$ cat src/rtl/fib_pkg.sv
// Shared types and defaults for the Fibonacci range sweeper.
package fib_pkg;

  localparam int unsigned TIMEOUT_CYCLES_DEFAULT = 1024;

  typedef enum logic [2:0] {
    ST_IDLE,
    ST_ISSUE,
    ST_WAIT_CLEAR,
    ST_WAIT_DONE,
    ST_EMIT,
    ST_FINISH
  } sweep_state_t;

  function automatic int unsigned cnt_width(input int unsigned max_val);
    return (max_val < 2) ? 1 : $clog2(max_val + 1);
  endfunction

endpackage

$ cat src/rtl/fib_sweeper_if.sv
// Calculator initiator port plus result stream of the sweeper, bundled as one interface.
interface fib_sweeper_if #(
  parameter int unsigned INPUT_WIDTH  = 6,
  parameter int unsigned OUTPUT_WIDTH = 32
);

  logic                    fib_go;
  logic [INPUT_WIDTH-1:0]  fib_n;
  logic [OUTPUT_WIDTH-1:0] fib_result;
  logic                    fib_overflow;
  logic                    fib_done;

  logic                    out_valid;
  logic                    out_ready;
  logic [INPUT_WIDTH-1:0]  out_n;
  logic [OUTPUT_WIDTH-1:0] out_result;
  logic                    out_overflow;
  logic                    out_last;

  modport master (
    output fib_go, fib_n, out_valid, out_n, out_result, out_overflow, out_last,
    input  fib_result, fib_overflow, fib_done, out_ready
  );

  modport slave (
    input  fib_go, fib_n, out_valid, out_n, out_result, out_overflow, out_last,
    output fib_result, fib_overflow, fib_done, out_ready
  );

endinterface

$ cat src/rtl/fib_wait_timer.sv
// Per-request wait budget: down-counter loaded on clear, expired at terminal count while enabled.
module fib_wait_timer
  import fib_pkg::*;
#(
  parameter int unsigned TIMEOUT_CYCLES = TIMEOUT_CYCLES_DEFAULT
) (
  input  logic i_clk,
  input  logic i_rst,
  input  logic i_clear,
  input  logic i_enable,
  output logic o_expired
);

  localparam int unsigned CW = cnt_width(TIMEOUT_CYCLES);

  logic [CW-1:0] r_count;

  always_ff @(posedge i_clk) begin
    if (i_rst) begin
      r_count <= '0;
    end else if (i_clear) begin
      r_count <= CW'(TIMEOUT_CYCLES);
    end else if (i_enable && (r_count != '0)) begin
      r_count <= r_count - CW'(1);
    end
  end

  assign o_expired = i_enable && (r_count == '0);

endmodule

$ cat src/rtl/fib_sweeper.sv
// Walks n over an inclusive range, asks an external calculator for F(n), streams each result.
//   state      | meaning
//   IDLE       | waiting for start; range latched on accept
//   ISSUE      | one-cycle fib_go for cur_n
//   WAIT_CLEAR | wait for the previous fib_done to drop
//   WAIT_DONE  | wait for fib_done, capture result/overflow
//   EMIT       | hold out_valid until out_ready
//   FINISH     | one-cycle done pulse
module fib_sweeper
  import fib_pkg::*;
#(
  parameter int unsigned INPUT_WIDTH    = 6,
  parameter int unsigned OUTPUT_WIDTH   = 32,
  parameter int unsigned TIMEOUT_CYCLES = TIMEOUT_CYCLES_DEFAULT
) (
  input  logic                   i_clk,
  input  logic                   i_rst,
  input  logic                   i_start,
  input  logic [INPUT_WIDTH-1:0] i_n_first,
  input  logic [INPUT_WIDTH-1:0] i_n_last,
  output logic                   o_busy,
  output logic                   o_done,
  output logic                   o_timeout,
  output logic                   o_sweep_overflow,
  fib_sweeper_if.master          bus
);

  sweep_state_t            r_state;
  sweep_state_t            w_state_nxt;
  logic [INPUT_WIDTH-1:0]  r_cur_n;
  logic [INPUT_WIDTH-1:0]  r_n_last;
  logic [OUTPUT_WIDTH-1:0] r_out_result;
  logic                    r_out_overflow;
  logic                    r_timeout;
  logic                    r_sweep_ovf;

  logic w_accept;
  logic w_capture;
  logic w_advance;
  logic w_expire;
  logic w_last;
  logic w_timer_clr;
  logic w_timer_en;
  logic w_expired;

  assign w_last      = (r_cur_n == r_n_last);
  assign w_timer_clr = (r_state == ST_ISSUE);
  assign w_timer_en  = (r_state == ST_WAIT_CLEAR) || (r_state == ST_WAIT_DONE);

  fib_wait_timer #(
    .TIMEOUT_CYCLES(TIMEOUT_CYCLES)
  ) u_wait_timer (
    .i_clk    (i_clk),
    .i_rst    (i_rst),
    .i_clear  (w_timer_clr),
    .i_enable (w_timer_en),
    .o_expired(w_expired)
  );

  always_ff @(posedge i_clk) begin
    if (i_rst) begin
      r_state <= ST_IDLE;
    end else begin
      r_state <= w_state_nxt;
    end
  end

  always_comb begin
    w_state_nxt   = r_state;
    w_accept      = 1'b0;
    w_capture     = 1'b0;
    w_advance     = 1'b0;
    w_expire      = 1'b0;
    o_busy        = (r_state != ST_IDLE);
    o_done        = 1'b0;
    bus.fib_go    = 1'b0;
    bus.out_valid = 1'b0;
    unique case (r_state)
      ST_IDLE: begin
        if (i_start) begin
          w_accept    = 1'b1;
          w_state_nxt = (i_n_first <= i_n_last) ? ST_ISSUE : ST_FINISH;
        end
      end
      ST_ISSUE: begin
        bus.fib_go  = 1'b1;
        w_state_nxt = ST_WAIT_CLEAR;
      end
      ST_WAIT_CLEAR: begin
        if (w_expired) begin
          w_expire    = 1'b1;
          w_state_nxt = ST_FINISH;
        end else if (!bus.fib_done) begin
          w_state_nxt = ST_WAIT_DONE;
        end
      end
      ST_WAIT_DONE: begin
        // A result arriving on the last budgeted cycle still counts.
        if (bus.fib_done) begin
          w_capture   = 1'b1;
          w_state_nxt = ST_EMIT;
        end else if (w_expired) begin
          w_expire    = 1'b1;
          w_state_nxt = ST_FINISH;
        end
      end
      ST_EMIT: begin
        bus.out_valid = 1'b1;
        if (bus.out_ready) begin
          if (w_last) begin
            w_state_nxt = ST_FINISH;
          end else begin
            w_advance   = 1'b1;
            w_state_nxt = ST_ISSUE;
          end
        end
      end
      ST_FINISH: begin
        o_done      = 1'b1;
        w_state_nxt = ST_IDLE;
      end
      default: begin
        w_state_nxt = ST_IDLE;
      end
    endcase
  end

  always_ff @(posedge i_clk) begin
    if (i_rst) begin
      r_cur_n        <= '0;
      r_n_last       <= '0;
      r_out_result   <= '0;
      r_out_overflow <= 1'b0;
      r_timeout      <= 1'b0;
      r_sweep_ovf    <= 1'b0;
    end else begin
      if (w_accept) begin
        r_cur_n     <= i_n_first;
        r_n_last    <= i_n_last;
        r_timeout   <= 1'b0;
        r_sweep_ovf <= 1'b0;
      end
      if (w_advance) begin
        r_cur_n <= r_cur_n + INPUT_WIDTH'(1);
      end
      if (w_capture) begin
        r_out_result   <= bus.fib_result;
        r_out_overflow <= bus.fib_overflow;
        r_sweep_ovf    <= r_sweep_ovf | bus.fib_overflow;
      end
      if (w_expire) begin
        r_timeout <= 1'b1;
      end
    end
  end

  assign o_timeout        = r_timeout;
  assign o_sweep_overflow = r_sweep_ovf;
  assign bus.fib_n        = r_cur_n;
  assign bus.out_n        = r_cur_n;
  assign bus.out_result   = r_out_result;
  assign bus.out_overflow = r_out_overflow;
  assign bus.out_last     = bus.out_valid && w_last;

endmodule

$ cat src/flat_wrapper.sv
// flat-port wrapper written by rule: the top's interface ports become plain ports
module fib_sweeper_flat import fib_pkg::*;
#(
  parameter int unsigned INPUT_WIDTH    = 6,
  parameter int unsigned OUTPUT_WIDTH   = 32,
  parameter int unsigned TIMEOUT_CYCLES = TIMEOUT_CYCLES_DEFAULT
)
  (i_clk, i_rst, i_start, i_n_first, i_n_last, o_busy, o_done, o_timeout, o_sweep_overflow, bus_fib_go, bus_fib_n, bus_out_valid, bus_out_n, bus_out_result, bus_out_overflow, bus_out_last, bus_fib_result, bus_fib_overflow, bus_fib_done, bus_out_ready);
  fib_sweeper_if #(.INPUT_WIDTH(INPUT_WIDTH), .OUTPUT_WIDTH(OUTPUT_WIDTH)) bus_i ();
  input  logic i_clk;
  input  logic i_rst;
  input  logic i_start;
  input  logic [INPUT_WIDTH-1:0] i_n_first;
  input  logic [INPUT_WIDTH-1:0] i_n_last;
  output logic o_busy;
  output logic o_done;
  output logic o_timeout;
  output logic o_sweep_overflow;
  output wire logic [$bits(bus_i.fib_go)-1:0] bus_fib_go;
  output wire logic [$bits(bus_i.fib_n)-1:0] bus_fib_n;
  output wire logic [$bits(bus_i.out_valid)-1:0] bus_out_valid;
  output wire logic [$bits(bus_i.out_n)-1:0] bus_out_n;
  output wire logic [$bits(bus_i.out_result)-1:0] bus_out_result;
  output wire logic [$bits(bus_i.out_overflow)-1:0] bus_out_overflow;
  output wire logic [$bits(bus_i.out_last)-1:0] bus_out_last;
  input wire logic [$bits(bus_i.fib_result)-1:0] bus_fib_result;
  input wire logic [$bits(bus_i.fib_overflow)-1:0] bus_fib_overflow;
  input wire logic [$bits(bus_i.fib_done)-1:0] bus_fib_done;
  input wire logic [$bits(bus_i.out_ready)-1:0] bus_out_ready;
  assign bus_fib_go = bus_i.fib_go;
  assign bus_fib_n = bus_i.fib_n;
  assign bus_out_valid = bus_i.out_valid;
  assign bus_out_n = bus_i.out_n;
  assign bus_out_result = bus_i.out_result;
  assign bus_out_overflow = bus_i.out_overflow;
  assign bus_out_last = bus_i.out_last;
  assign bus_i.fib_result = bus_fib_result;
  assign bus_i.fib_overflow = bus_fib_overflow;
  assign bus_i.fib_done = bus_fib_done;
  assign bus_i.out_ready = bus_out_ready;
  fib_sweeper #(.INPUT_WIDTH(INPUT_WIDTH), .OUTPUT_WIDTH(OUTPUT_WIDTH), .TIMEOUT_CYCLES(TIMEOUT_CYCLES)) u_core (.i_clk(i_clk), .i_rst(i_rst), .i_start(i_start), .i_n_first(i_n_first), .i_n_last(i_n_last), .o_busy(o_busy), .o_done(o_done), .o_timeout(o_timeout), .o_sweep_overflow(o_sweep_overflow), .bus(bus_i));
endmodule
$ cat config.mk
export PLATFORM = sky130hd
export DESIGN_NAME = fib_sweeper_flat
export DESIGN_NICKNAME = d
export VERILOG_FILES = /design/src/rtl/fib_pkg.sv /design/src/rtl/fib_sweeper_if.sv /design/src/rtl/fib_wait_timer.sv /design/src/rtl/fib_sweeper.sv /design/src/flat_wrapper.sv
export SDC_FILE = /design/constraint.sdc
export NUM_CORES = 1
export LEC_CHECK = 0
export CAP_MARGIN = 20
export CORE_ASPECT_RATIO = 0.6
export CORE_MARGIN = 5
export CORE_UTILIZATION = 45
export CTS_CLUSTER_SIZE = 20
export DETAILED_ROUTE_END_ITERATION = 10
export PLACE_DENSITY_LB_ADDON = 0.25
export SLEW_MARGIN = 40
export SYNTH_ARGS = -nofsm -noshare
export SYNTH_HDL_FRONTEND = slang
export SYNTH_SLANG_ARGS = --single-unit
$ cat constraint.sdc
create_clock -name i_clk -period 1.9 [get_ports i_clk]
set_input_delay 0.57 -clock i_clk [delete_from_list [all_inputs] [get_ports i_clk]]
set_output_delay 0.57 -clock i_clk [all_outputs]
set_load 0.05 [all_outputs]
== Yosys cells after proc, flatten, opt, wreduce, memory -nomap -nowiden ==
Index checks and enable logic that the tools add are counted.
Storage, ports and cells
  register bits: 61
  bits in latches: 0
  RAM bits: 0
  bits in read-only memories: 0
  logic and storage cells: 66
  memories kept: 0
Operators by class
  add/subtract/negate cells: 2
  multiply operators: 0
  divide/modulo/power cells: 0
  $lt $le $gt $ge: 1
  eq/ne operators: 10
  shift operators: 0
  mux-type cells: 29
  bitwise gates (word level): 1
  reduce and logical (&&, ||, !) cells: 14
Operators by type and width (number)
  two-way mux 3 bit: 8
  two-way mux 11 bit: 2
  two-way mux 1 bit: 15
  one-hot mux 3 bit (5 select lines): 1
  two-way mux 6 bit: 2
  logical NOT 11 bit: 1
  nonzero test 11 bit: 1
  subtractor 11 x 1 -> 11 bit, second input constant: 1
  nonzero test 2 bit: 4
  adder 6 x 1 -> 6 bit, second input constant: 1
  == test 3 x 2 -> 1 bit, second input constant: 2
  == test 3 bit, second input constant: 2
  == test 6 bit: 1
  less-or-equal comparator 6 bit: 1
  inequality test 3 bit, second input constant: 2
  inequality test 2 bit, second input constant: 2
  AND reduction 4 bit: 1
  == test 3 x 1 -> 1 bit, second input constant: 1
  logical AND 1 bit: 3
  logical NOT 3 bit: 1
  nonzero test 3 bit: 1
  one-hot mux 1 bit (2 select lines): 1
  OR reduction 2 bit: 1
  logical OR 1 bit: 1
  bitwise OR 1 bit: 1

== Depth between registers and ports, before layout ==
  word-level depth: 7
  mapped depth: 8
  gate-level depth less buffers: 7

== Modules after synthesis ==
From an unflattened synthesis, not the netlist that was laid out.
Unflattened totals
  cell total of the unflattened synthesis: 363
  area, all modules: 2927.8 µm²
By module, submodules not included
  fib_sweeper: instances 1, cells each 287, area an instance 2269.7 µm²
  fib_wait_timer: instances 1, cells each 76, area an instance 658.1 µm²

== Worst setup path after synthesis ==
No wires, ideal clock.
  path type: register to register
  start: reg u_core.r_state[0]
  end: reg u_core.u_wait_timer.r_count[0]
  arrival: 2295 ps
  path slack: -522 ps
  cell stages (with the launch flop): 7
  buffers on the path: 2
  clock period less this slack: 2422 ps
  cells stage by stage: dfxtp_1 buf_2 inv_1 nor3_1 or2_2 clkbuf_1 nor2_1
Between the ends
  word-level cells in the longest chain between the ends: 3
Ends and longest elaborated chain
  start, declared: line fib_sweeper.sv:28  | sweep_state_t r_state;
  start signal, assigned: line fib_sweeper.sv:64  | r_state <= w_state_nxt;
  == test 3 x 2 -> 1 bit: line fib_sweeper.sv:48  | assign w_timer_en = (r_state == ST_WAIT_CLEAR) || (r_state == ST_WAIT_DONE);
  logical OR 1 bit: line fib_sweeper.sv:48
  logical AND 1 bit: line fib_wait_timer.sv:23  | end else if (i_enable && (r_count != '0)) begin
  end signal, assigned: line fib_wait_timer.sv:22  | r_count <= CW'(TIMEOUT_CYCLES);
  end signal, assigned: line fib_wait_timer.sv:24  | r_count <= r_count - CW'(1);
  end, declared: line fib_wait_timer.sv:16  | logic [CW-1:0] r_count;
Parallel ways exist; a longest one is shown, timed or not.
A chain may end at the register's enable or synchronous reset.

== Worst setup path in the final report ==
  start: reg u_core.r_cur_n[4] (netlist: u_core.bus.fib_n[4])
  end: out bus_out_last
Between the ends
  word-level cells in the longest chain between the ends: 2
Ends and longest elaborated chain
  start, declared: line fib_sweeper.sv:30  | logic [INPUT_WIDTH-1:0] r_cur_n;
  start signal, assigned: line fib_sweeper.sv:138  | r_cur_n <= i_n_first;
  start signal, assigned: line fib_sweeper.sv:144  | r_cur_n <= r_cur_n + INPUT_WIDTH'(1);
  == test 6 bit: line fib_sweeper.sv:46  | assign w_last = (r_cur_n == r_n_last);
  logical AND 1 bit: line fib_sweeper.sv:163  | assign bus.out_last = bus.out_valid && w_last;
  end, declared: line flat_wrapper.sv:25  | output wire logic [$bits(bus_i.out_last)-1:0] bus_out_last;
No other way between the ends.

==> flow_summary.toml <==
[cts]
cts_made_buffers = 9
cts.htree.levels = 3
cts_buffer_depth = 2
cts.reportedPaths.clkPinSlew_ps = 70
ctsRootBufferMaster = "clkbuf_8"
tritoncts = "done"
clkSinkCount = 61
clock_latency_reported_for_the_late_side_of_the_worst_skew_pair_ps = 350
holdBufCountCts = 0

[sta]
measured_slew_at_the_worst_slew_check_pin_ps = 387
grt_setup_unrepaired = "yes"
post-route-min-period_ps = 2040
finalWorstSetupSlack_ps = -137
setup-tns-final_ps = -148
final.setup_skew_ps = 11.4
setup_viol_count_final = 3
max-slew-margin-rel = 0.741
final_hold_vios = 0
fmax_ghz = 0.491
timing_max_transition_violations_final = 0
final.period_utilization = 1.07

[worst_setup_path]
cp_slowest_stage_delay_ps = 350
crit_family = "simple AND/OR/NAND/NOR gates"
path_cells = "xor2_1 -> nor2_1 -> nand3_2 -> nor2_4 -> buf_12"
timing.critical_path.to_type = "primary output"
cp.required_ps = 1330
critical_path_peak_fanout = 2
cp_num_buf_inv = 1
cp_slowest_cell = "dfxtp_4"
critical_path_at_ps = 1470
worst-setup-path-type = "register to primary output"
worstSetupStartpointType = "register"

[global_routing]
grt.overflow.total = 0
met1_usage = 0.268
grt_pass1_vias = 2815
grt_met2_usage = 0.304
antenna_violations_before_repair = 0
grtUsageMet3 = 0.113
global_route.usage.total = 0.207
grt_pass1_wl_um = 13500
most_crowded_layer_gr = "met2"
largest_net_degree_at_the_start_of_global_routing = 30

[final_layout]
post_layout_nonfiller_instances = 569
diodes = 0
areaGrowthSynthToFinish_pct = 55.4
fillerInstances = 478
post_layout_instance_area_sq_um = 4400
drive_gt1_frac = 0.311
final_nets = 539

[run]
max_cap_viol_count = 0

[synth]
synth.ff_latch_count = 61
mapped_nets = 416
syn-instance-count = 357
synth.yosys.seq_area_share = 0.431
synth_area_sq_um = 2830
syn_area_per_cell_sq_um = 7.93
yosys_warnings = 0
yosysUniqueCellTypes = 41

[floorplan]
die_area_sq_um = 8030
fp.dieW_um = 112
ioPinCount = 102
die_h_um = 71.4
floorplan.rows = 22
floorplan.initialDensity = 0.463
placeable_core_region_sq_um = 6110

[status]
violations = "negative setup slack"
outcome = "finished with violations"

[power_and_ir_drop]
p_sw_w = 0.00284
combinationalPowerShare = 0.541
leakagePower_nw = 1.80
power.density_cell_area_nw_per_um2 = 1500
cell_internal_pwr_w = 0.00374
clockPowerShare = 0.177
worst_ir_drop_vdd_mv = 0.725
power_frac_seq = 0.282
power_switching_share = 0.432

[placement]
place_ws_ps = -502
dpl.cell_count = 538
port_buffers = 101
postPlaceCellArea_sq_um = 3960
detailed_place_hpwl_um = 5890
gp_congestion = 0.815

[detailed_routing]
post_route_drc_violation_count = 0
drt_wl_total_um = 8430
router_iterations_before_antenna_repair = 4
vias_per_cell = 5.05
dr.first_iter.drc_count = 122
detailroute.via_count = 2875
detail-route-antenna-nets = 0
wl_per_cell_um = 14.8

[min_path]
hold_class = "input pin to register"
[what timing repair did]
| item | 4_1_cts | 5_1_grt |
|---|---|---|
| endpoints found under the setup margin | 6 | 6 |
| buffers inserted | 13 | 2 |
| hold endpoints to repair | 0 | 0 |
| pin swaps | 11 | 6 |
| resized for setup | 23 | 10 |
[layer usage]
metal  vias up  share of wire
met5         -              0
met4         0         0.0098
met3        10           0.12
met2       122           0.43
met1      1300           0.44
li1       1443              -
[logic make-up after synthesis]
group,count (synthesis),share of synthesized area
AOI/OAI and AO/OA,76,0.163
xor gates and xnor gates,14,0.0433
adders and majority gates,9,0.0398
buffers and inverters,38,0.0610
DFF,61,0.431
muxes,1,0.00398
and+or+nand+nor,158,0.258
[flip-flops by register name, indices dropped and copies added, names as in the netlist]
name and cells:
u_core.r_n_last 6, u_core.r_state 3, u_core.bus.out_result 32, u_core.o_sweep_overflow 1, u_core.u_wait_timer.r_count 11, u_core.bus.out_overflow 1, u_core.bus.fib_n 6, u_core.o_timeout 1
[area by class of cell]
type                    count  area (sq um)  area share
clock buffers              10           128      0.0290
clock inverters             6          71.3      0.0162
inverters                  11          45.0      0.0102
multi-input cells         258          1580       0.358
flip-flops and latches     61          1250       0.284
well taps                  84           105      0.0239
repair buffers            139          1230       0.279
[power by group through the flow]
stage / Combinational (W) / Sequential (W) / Clock (W)
final: 0.00356 / 0.00186 / 0.00116
after global routing: 0.00381 / 0.00189 / 0.00125
after CTS: 0.00340 / 0.00184 / 0.00119
after detailed placement: 0.00311 / 0.00186 / 0
after global placement: 0.00308 / 0.00184 / 0
after floorplan: 0.00198 / 0.00202 / 0
[worst paths after layout]
| check | startpoint | end | slack, ps | cells after the start |
|---|---|---|---|---|
| worst max-delay path | u_core.bus.fib_n[4]$_SDFFE_PP0P_ | bus_out_last | -140 | 5 |
| worst min-delay path | i_rst | u_core.bus.out_result[11]$_SDFFE_PP0P_ | 450 | 2 |
| worst max register to register | u_core.bus.fib_n[3]$_SDFFE_PP0P_ | u_core.bus.fib_n[4]$_SDFFE_PP0P_ | 130 | 8 |
| worst min register to register | u_core.bus.out_result[31]$_SDFFE_PP0P_ | u_core.bus.out_result[31]$_SDFFE_PP0P_ | 460 | 2 |
[placed cells by master, fill, tap and decap left out, drive strengths merged, types with 4 or more instances in the layout]
master / Yosys / final
xor2: 8 / 8
nor2: 23 / 23
a31oi: 7 / 7
o21ai: 5 / 5
ha: 9 / 9
buf: 10 / 91
clkdlybuf4s50: 0 / 45
nor3: 5 / 5
clkbuf: 17 / 10
a21oi: 47 / 47
xnor2: 6 / 6
a32oi: 4 / 4
or3: 5 / 5
nand2: 98 / 98
nand3: 7 / 7
inv: 11 / 11
dfxtp: 61 / 61
or2: 4 / 4
[through the flow]
stage                     utilization  total power (W)  hold slack, ps
after floorplan                     -          0.00400             448
after global placement          0.647          0.00492             443
after detailed placement        0.647          0.00497             450
after CTS                       0.709          0.00643             437
after global routing            0.720          0.00696             446
final                           0.720          0.00658             448
[Yosys cell counts (all sizes together)]
cell / instances / share of area
o21ai: 5 / 0.0088
and3: 3 / 0.0066
ha: 9 / 0.040
nor2: 23 / 0.031
a311o: 1 / 0.0035
clkbuf: 17 / 0.023
a2111oi: 1 / 0.0031
dfxtp: 61 / 0.43
nand2b: 2 / 0.0044
buf: 10 / 0.024
or2: 4 / 0.0088
nand2: 98 / 0.13
nand3: 7 / 0.012
mux2: 1 / 0.0040
nor2b: 1 / 0.0022
nand4b: 1 / 0.0031
nand3b: 3 / 0.0080
inv: 11 / 0.015
xor2: 8 / 0.025
a211oi: 2 / 0.0071
nor3b: 1 / 0.0027
a21oi: 47 / 0.083
or4: 1 / 0.0027
a31oi: 7 / 0.015
or3: 5 / 0.011
a221o: 1 / 0.0035
a41oi: 1 / 0.0031
a221oi: 2 / 0.0084
a21o: 3 / 0.0080
nor4b: 1 / 0.0084
nor4: 3 / 0.016
a32oi: 4 / 0.012
nor3: 5 / 0.011
xnor2: 6 / 0.019
a31o: 2 / 0.0062
Note: power is estimated with default switching activity, not from simulation.
